<file path="config.mk">
export PLATFORM = sky130hd
export DESIGN_NAME = gearbox_sched
export DESIGN_NICKNAME = d
export VERILOG_FILES = /design/src/rtl/gearbox_sched.sv
export SDC_FILE = /design/constraint.sdc
export NUM_CORES = 1
export LEC_CHECK = 0
export ABC_AREA = 0
export CAP_MARGIN = 20
export CORE_MARGIN = 10
export CORE_UTILIZATION = 54
export CTS_BUF_LIST = sky130_fd_sc_hd__clkbuf_4
export CTS_CLUSTER_SIZE = 30
export DETAILED_ROUTE_END_ITERATION = 10
export PLACE_DENSITY = 0.83
export RECOVER_POWER = 50
export SYNTH_ARGS = -nofsm -noshare
export SYNTH_HDL_FRONTEND = slang
export SYNTH_SLANG_ARGS = --single-unit
</file>
<file path="constraint.sdc">
create_clock -name clk -period 8.2 [get_ports clk]
set_clock_uncertainty 0.2 [all_clocks]
set_input_delay 1.64 -clock clk [delete_from_list [all_inputs] [get_ports clk]]
set_output_delay 1.64 -clock clk [all_outputs]
set_load 0.005 [all_outputs]
</file>
<file path="src/rtl/gearbox_sched.sv">
// Flow-control scheduler for the 16-to-20-bit nibble gearbox: write/read strobes, occupancy, zero-pad flush.
// Optional frame counter is built when GEARBOX_SCHED_STATS_EN is defined.
module gearbox_sched #(
    parameter int DEPTH  = 32,
    parameter int RD_LAT = 2
) (
    input  logic        clk,
    input  logic        res_n,
    input  logic        up_valid,
    output logic        up_ready,
    input  logic        dn_ready,
    output logic        dn_valid,
    input  logic        flush,
    output logic        flush_done,
    output logic        gb_shift_in,
    output logic        gb_shift_out,
    output logic        gb_pad,
    output logic [5:0]  level,
    output logic        busy,
    output logic [15:0] frame_cnt
);

    typedef enum logic [2:0] {IDLE, RUN, FLUSH, DRAIN, DONE} state_t;

    localparam logic [5:0] SPACE_MAX = 6'(DEPTH - 4);

    state_t            state_q, state_d;
    logic [5:0]        level_q, level_d;
    logic [2:0]        pad_cnt_q, pad_cnt_d;
    logic [RD_LAT-1:0] rd_pipe_q, rd_pipe_d;

    logic       space_ok;
    logic       rd_ok;
    logic       accepting;
    logic       up_wr;
    logic       pad_wr;
    logic [2:0] flush_pad;

    always_comb begin
        space_ok     = (level_q <= SPACE_MAX);
        rd_ok        = (level_q >= 6'd5);
        accepting    = (state_q == IDLE) || (state_q == RUN);
        up_ready     = res_n & space_ok & accepting;
        up_wr        = up_valid & up_ready;
        pad_wr       = res_n & (state_q == FLUSH) & (pad_cnt_q != 3'd0) & space_ok;
        gb_shift_in  = up_wr | pad_wr;
        gb_pad       = pad_wr;
        gb_shift_out = res_n & dn_ready & rd_ok;
        level_d      = level_q + (gb_shift_in ? 6'd4 : 6'd0) - (gb_shift_out ? 6'd5 : 6'd0);
        // Each pad word removes one nibble mod 5, so this many pads leaves a whole number of frames.
        flush_pad    = 3'(level_d % 6'd5);
    end

    always_comb begin
        state_d   = state_q;
        pad_cnt_d = pad_cnt_q;
        case (state_q)
            IDLE: begin
                if (flush && up_wr) begin
                    pad_cnt_d = flush_pad;
                    state_d   = (flush_pad == 3'd0) ? DRAIN : FLUSH;
                end else if (flush) begin
                    state_d = DONE;
                end else if (up_wr) begin
                    state_d = RUN;
                end
            end
            RUN: begin
                if (flush) begin
                    pad_cnt_d = flush_pad;
                    state_d   = (flush_pad == 3'd0) ? DRAIN : FLUSH;
                end
            end
            FLUSH: begin
                if (pad_wr) begin
                    pad_cnt_d = pad_cnt_q - 3'd1;
                    if (pad_cnt_q == 3'd1) begin
                        state_d = DRAIN;
                    end
                end else if (pad_cnt_q == 3'd0) begin
                    state_d = DRAIN;
                end
            end
            DRAIN: begin
                if (level_q == 6'd0) begin
                    state_d = DONE;
                end
            end
            DONE: begin
                state_d = IDLE;
            end
            default: begin
                state_d = IDLE;
            end
        endcase
    end

    genvar gi;
    assign rd_pipe_d[0] = gb_shift_out;
    generate
        for (gi = 1; gi < RD_LAT; gi++) begin : g_rd_pipe
            assign rd_pipe_d[gi] = rd_pipe_q[gi-1];
        end
    endgenerate

    always_ff @(posedge clk or negedge res_n) begin
        if (!res_n) begin
            state_q   <= IDLE;
            level_q   <= 6'd0;
            pad_cnt_q <= 3'd0;
            rd_pipe_q <= '0;
        end else begin
            state_q   <= state_d;
            level_q   <= level_d;
            pad_cnt_q <= pad_cnt_d;
            rd_pipe_q <= rd_pipe_d;
        end
    end

    assign dn_valid   = rd_pipe_q[RD_LAT-1];
    assign level      = level_q;
    assign busy       = (state_q != IDLE);
    assign flush_done = (state_q == DONE);

`ifdef GEARBOX_SCHED_STATS_EN
    logic [15:0] frame_cnt_q, frame_cnt_d;

    always_comb begin
        frame_cnt_d = frame_cnt_q + (gb_shift_out ? 16'd1 : 16'd0);
    end

    always_ff @(posedge clk or negedge res_n) begin
        if (!res_n) begin
            frame_cnt_q <= 16'd0;
        end else begin
            frame_cnt_q <= frame_cnt_d;
        end
    end

    assign frame_cnt = frame_cnt_q;
`else
    assign frame_cnt = 16'h0000;
`endif

endmodule

</file>
Word level (Yosys, flattened, before mapping)

Index checks and enable logic that the tools add are counted.

Output and inout bits: 29
Register bits after elaboration: 14
Input port bits: 5

Muxes and demuxes: 16
Reduce and logical (&&, ||, !) cells: 11
Equal/unequal tests: 12
Divide/modulo/power cells: 1
Bitwise gates (word level): 9
Add/subtract/negate cells: 3
Order comparisons: 2

Operators with widths:

| operator            | count |
|---|---|
| $mux 3              | 13 |
| $pmux 3 s4          | 1 |
| $logic_not 3->1     | 3 |
| $pmux 3 s3          | 1 |
| $reduce_bool 3->1   | 3 |
| $and 1x1->1         | 8 |
| $add 6x3->6         | 1 |
| $eq 3x1->1 const B  | 2 |
| $eq 3x2->1 const B  | 2 |
| $ge 6x3->1 const B  | 1 |
| $le 6x5->1 const B  | 1 |
| $logic_not 6->1     | 1 |
| $mod 6x3->6 const B | 1 |
| $ne 2x2->1 const B  | 3 |
| $ne 3x2->1 const B  | 2 |
| $sub 6x3->6         | 1 |
| $reduce_and 5->1    | 1 |
| $ne 4x3->1 const B  | 1 |
| $reduce_and 4->1    | 1 |
| $eq 3x3->1 const B  | 1 |
| $sub 3x1->3 const B | 1 |
| $ne 2x1->1 const B  | 1 |
| $logic_and 1x1->1   | 1 |
| $logic_or 1x1->1    | 1 |
| 2 further kinds     | 2 |

Depth between registers and ports, before layout

Gate-level depths: netlist of the first run.

Depth after elaboration: 13
Depth in mapped cells: 30
Mapped depth without buffers: 29

Worst setup path after synthesis of the first run

Ideal clock, no wire load.

Path type: in2reg
From: input res_n
To: register state_q[0]
Data required time: 7.874 ns
Path slack: 1.497 ns
Path buffers: 1
Cell stages on the path: 23
Arrival time: 6.377 ns
Cell sequence: o211a_1 > and3_1 > or2_2 > fa_1 > ha_1 > a21oi_1 > a21oi_1 > or2_4 > ha_1 > a41oi_2 > o21ai_2 > and2_1 > or3_1 > a32oi_1 > inv_1 > ha_1 > buf_4 > nor2b_1 > a2111oi_0 > a211oi_1 > nand3b_1 > nor3_1 > o311a_1

Longest elaborated chain between the ends: 12

Ends and longest elaborated chain:

| element                                            | line   | RTL |
|---|---|---|
| start: declaration                                 | 8      | `input logic res_n,` |
| $and 1x1->1, on equally long branches (2 in a row) | 43, 45 |  |
| $and 1x1->1, on equally long branches              | 44, 45 |  |
| $or 1x1->1 *                                       | 46     | `gb_shift_in = up_wr \| pad_wr;` |
| net gb_shift_in                                    | 15     | `output logic gb_shift_in,` |
| $mux 3 *                                           | 49     | `level_d = level_q + (gb_shift_in ? 6'd4 : 6'd0) - (gb_shift_out ? 6'd5 : 6'd0);` |
| $add 6x3->6 *                                      | 49     |  |
| $sub 6x3->6 *                                      | 49     |  |
| $mod 6x3->6 *                                      | 51     | `flush_pad = 3'(level_d % 6'd5);` |
| $logic_not 3->1 *                                  | 61, 71 |  |
| $mux 1 *                                           | 61, 71 |  |
| $mux 3, on equally long branches                   | 69, 59 |  |
| $pmux 3 s4 *                                       | 57     | `case (state_q)` |
| end signal: assignment                             | 113    | `state_q <= state_d;` |
| end: declaration                                   | 27     | `state_t state_q, state_d;` |

The timed path passes the listed nets; every way through them passes the cells marked *. The select of a mux whose other input is x is not followed.
A chain may end at the register's enable or synchronous reset.

Worst setup path after layout of the first run

From: input res_n
To: register state_q[0]

Longest elaborated chain between the ends: 12

Ends and longest elaborated chain:

| element                                            | line   | RTL |
|---|---|---|
| $and 1x1->1, on equally long branches (2 in a row) | 43, 45 |  |
| $and 1x1->1, on equally long branches              | 44, 45 |  |
| $or 1x1->1                                         | 46     |  |
| $mux 3                                             | 49     |  |
| $add 6x3->6                                        | 49     |  |
| $sub 6x3->6 *                                      | 49     |  |
| net level_d[3]                                     | 28     | `logic [5:0] level_q, level_d;` |
| $mod 6x3->6 *                                      | 51     |  |
| $logic_not 3->1 *                                  | 61, 71 |  |
| $mux 1 *                                           | 61, 71 |  |
| $mux 3, on equally long branches                   | 69, 59 |  |
| $pmux 3 s4 *                                       | 57     |  |

Marks and branches as above.

==> results of run 1 <==
==> synthesized netlist by cell type (2+ instances only) <==
master and number:
buf_4 19, nor2b_1 4, fa_1 2, inv_1 17, nand3_1 4, ha_1 15
a21oi_1 11, inv_2 3, a2111oi_2 2, nand3b_1 2, or3_1 4, o211ai_2 2
buf_2 2, o221ai_1 2, nor3_1 3, nor3b_1 2, a211o_1 2, o211ai_1 3
nand2_1 11, clkbuf_1 2, o22a_1 2, xnor2_1 6, a311oi_1 2, and2_1 3
nor2_1 17, nand2b_1 3, and3_1 2, or2_2 2, dfrtp_1 14, o21ai_0 5
a211oi_1 2
==> cells by family after synthesis <==
kind of cell	after synthesis
other	1
AOI/OAI and AO/OA	52
and+or+nand+nor	67
muxes	1
DFF	14
adders and majority gates	17
xor gates and xnor gates	7
buffers and inverters	45
==> flip-flops by register name, summed over array words and instances, names as in the netlist <==
register and cells:
pad_cnt_q 3, level 6, state_q 3, rd_pipe_q 2
==> layer usage <==
metal  vias up  routed length, um  part of all wire [%]  global-route usage (%)
met2        44               1610                    45                    19.9
met4         0                 27                  0.76                    2.97
li1        720                  -                     -                       -
met5         -                  0                     0                       0
met1       675               1690                    48                    15.6
met3         2                213                   6.0                    2.71
==> path summary, 6_finish.rpt <==
path,startpoint,to,slack [ps],cells past startpoint
max in group asynchronous,res_n,pad_cnt_q[2],6030,2
worst max register to register,level[5],state_q[0],1660,25
worst min register to register,rd_pipe_q[0],rd_pipe_q[1],170,0
min in group asynchronous,res_n,rd_pipe_q[0],1590,2
worst min-delay path,rd_pipe_q[0],rd_pipe_q[1],170,0
worst max-delay path,res_n,state_q[0],610,23
==> area by class of cell <==
class | count | area (um^2)
Tap cell | 44 | 55.1
Multi-Input combinational cell | 160 | 1160
Clock inverter | 1 | 3.75
Fill cell | 280 | 1170
Inverter | 21 | 78.8
Timing Repair Buffer | 19 | 185
Sequential cell | 14 | 350
Clock buffer | 3 | 22.5
==> worst reg2reg max path, delay by kind of cell, from the launching register on <==
| family | cells | cell delay [ps] |
|---|---|---|
| simple gates | 7 | 1680 |
| buf+inv | 3 | 280 |
| fa+ha+maj | 5 | 1770 |
| xor+xnor | 1 | 360 |
| compound gates | 9 | 1720 |
| flops | 1 | 400 |
==> stage by stage <==
stage	instance area, um^2	utilization [%]	hold slack (ps)	std cells
after detailed placement	1830	60.4	148	258
after floorplan	1760	-	131	219
after global placement	1830	60.4	136	258
final	1860	61.3	166	262
after global routing	1860	61.3	184	262
after CTS	1860	61.3	168	262
==> impl_metrics.py, run 1 <==
metrics = {
    "status": {
        "run_status": "complete, no violations",
    },
    "setup_path": {
        "worst_path_largest_cell_delay_ps": 560,
        "critPathBufInv": 3,
        "cp.arrival_ps": 7550,
        "path_delay_family": "compound AO/OA/AOI/OAI gates",
        "end_kind": "register",
        "crit_chain": "dlygate4sd3_1, o211a_1, and3_1, or2_2, fa_1, inv_1, fa_1, xnor2_2, ha_1, a41oi_2, o211ai_1, o211ai_2, and4_1, o21ai_0, a32oi_1, inv_1, ha_1, nor2b_1, a211oi_1, a211oi_1, nand3b_1, nor3b_1, o311a_1",
        "required_ps": 8160,
        "startpoint_type": "input port",
        "critPathMaxFanout": 8,
        "worstSetupPathType": "input port to register",
        "crit_slowest_cell": "dlygate4sd3_1",
    },
    "die": {
        "die_x_um": 76.2,
        "initial_utilization_pct": 56.3,
        "rows": 20,
        "die-area_mm2": 0.00580,
        "die_h_um": 76.2,
        "design.portCount": 34,
        "core_region_area_mm2": 0.00303,
    },
    "logic_synthesis": {
        "syn_area_per_cell_um2": 8.35,
        "synth_edf_count": 0,
        "synthXorXnorAreaFrac_pct": 4.04,
        "synthCells": 204,
        "yosys_warnings": 0,
        "synth_ff_type": "dfrtp_1",
        "synthAdderAreaFrac_pct": 13.4,
        "yosysSeqAreaShare_pct": 20.6,
        "synthMuxAreaShare_pct": 0.587,
        "yosys.area_share.simple_pct": 22.0,
        "ys_seq_elements": 14,
        "syn_area_mm2": 0.00170,
        "async_flop_share_pct": 100,
        "synth_largest_area_cell": "dfrtp_1",
        "netlist-cell-type-count": 65,
        "synth-compound-area-share_pct": 24.6,
        "synth_top_area_share_pct": 20.6,
        "synthTopCellsByArea": "dfrtp_1 (21%), ha_1 (11%), buf_4 (8.4%), inv_1 (3.7%), nor2_1 (3.7%)",
        "synth_top_family_by_area": "compound AO/OA/AOI/OAI gates",
    },
    "sta": {
        "slew_violations": 0,
        "post-route-period-util_pct": 92.5,
        "finalSetupTns_ps": 0,
        "fin_crit_ps": 7590,
        "finalHoldViolCount": 0,
        "timing.fmax_ghz": 0.132,
        "rsz0062_at_grt": "no",
        "setup_viol": 0,
        "layout_setup_ws_ps": 611,
    },
    "cts": {
        "ctsHtreeMaxLevel": 1,
        "cts_resized": 0,
        "path_clk_slew_ps": 90,
        "cts_hold_buf": 0,
        "cts_tree": "done",
        "cts_setup_buffers": 0,
        "clockRootBuffer": "clkbuf_4",
        "cts_max_path_buffers": 2,
        "clock-sinks": 14,
        "clk_latency_ps": 270,
        "numCtsBuffers": 3,
    },
    "grt": {
        "gr-usage-all-layers_pct": 12.1,
        "gr-total-overflow": 0,
        "grt_pass1_wl_um": 6230,
        "grt_max_degree": 16,
        "grt_pass1_vias": 1347,
        "antenna_found_initial": 0,
    },
    "cells_and_area": {
        "drive_gt1_share_pct": 11.5,
        "layout_common_cells": "inv_1 (17), nor2_1 (17), conb_1 (16), ha_1 (15), dfrtp_1 (14)",
        "synthToLayoutAreaGrowth_pct": 8.88,
        "insertedDiodeCount": 0,
        "fin_nets": 241,
    },
    "placement": {
        "pre_cts_ws_ps": 495,
        "finalWeightedCongestion": 0.850,
        "hpwl_um": 2870,
        "port_buffers": 17,
    },
    "routing": {
        "drc": 0,
        "drtAntennaViolNets": 0,
        "via_per_inst": 5.50,
        "firstDrtPassIters": 4,
        "first_iter_violations": 139,
        "vias": 1441,
        "wire_per_inst_um": 13.5,
        "routed_wl_um": 3550,
    },
    "min_path": {
        "min_path_type": "register to register",
    },
    "flow_run": {
        "cap_violations": 0,
    },
}
Power of run 1 is not shown: default switching activity piles up to over one toggle a cycle in this logic, so the estimate is an artifact.
==> run 2, diff against run 1 <==
--- a/config.mk
+++ b/config.mk
@@ -5,7 +5,6 @@
 export SDC_FILE = /design/constraint.sdc
 export NUM_CORES = 1
 export LEC_CHECK = 0
-export ABC_AREA = 0
 export CAP_MARGIN = 20
 export CORE_MARGIN = 10
 export CORE_UTILIZATION = 54
==> results of run 2 <==
The final DEF is identical to that of run 1; final timing and power are the same.
Power of run 2 is left out for the same reason.
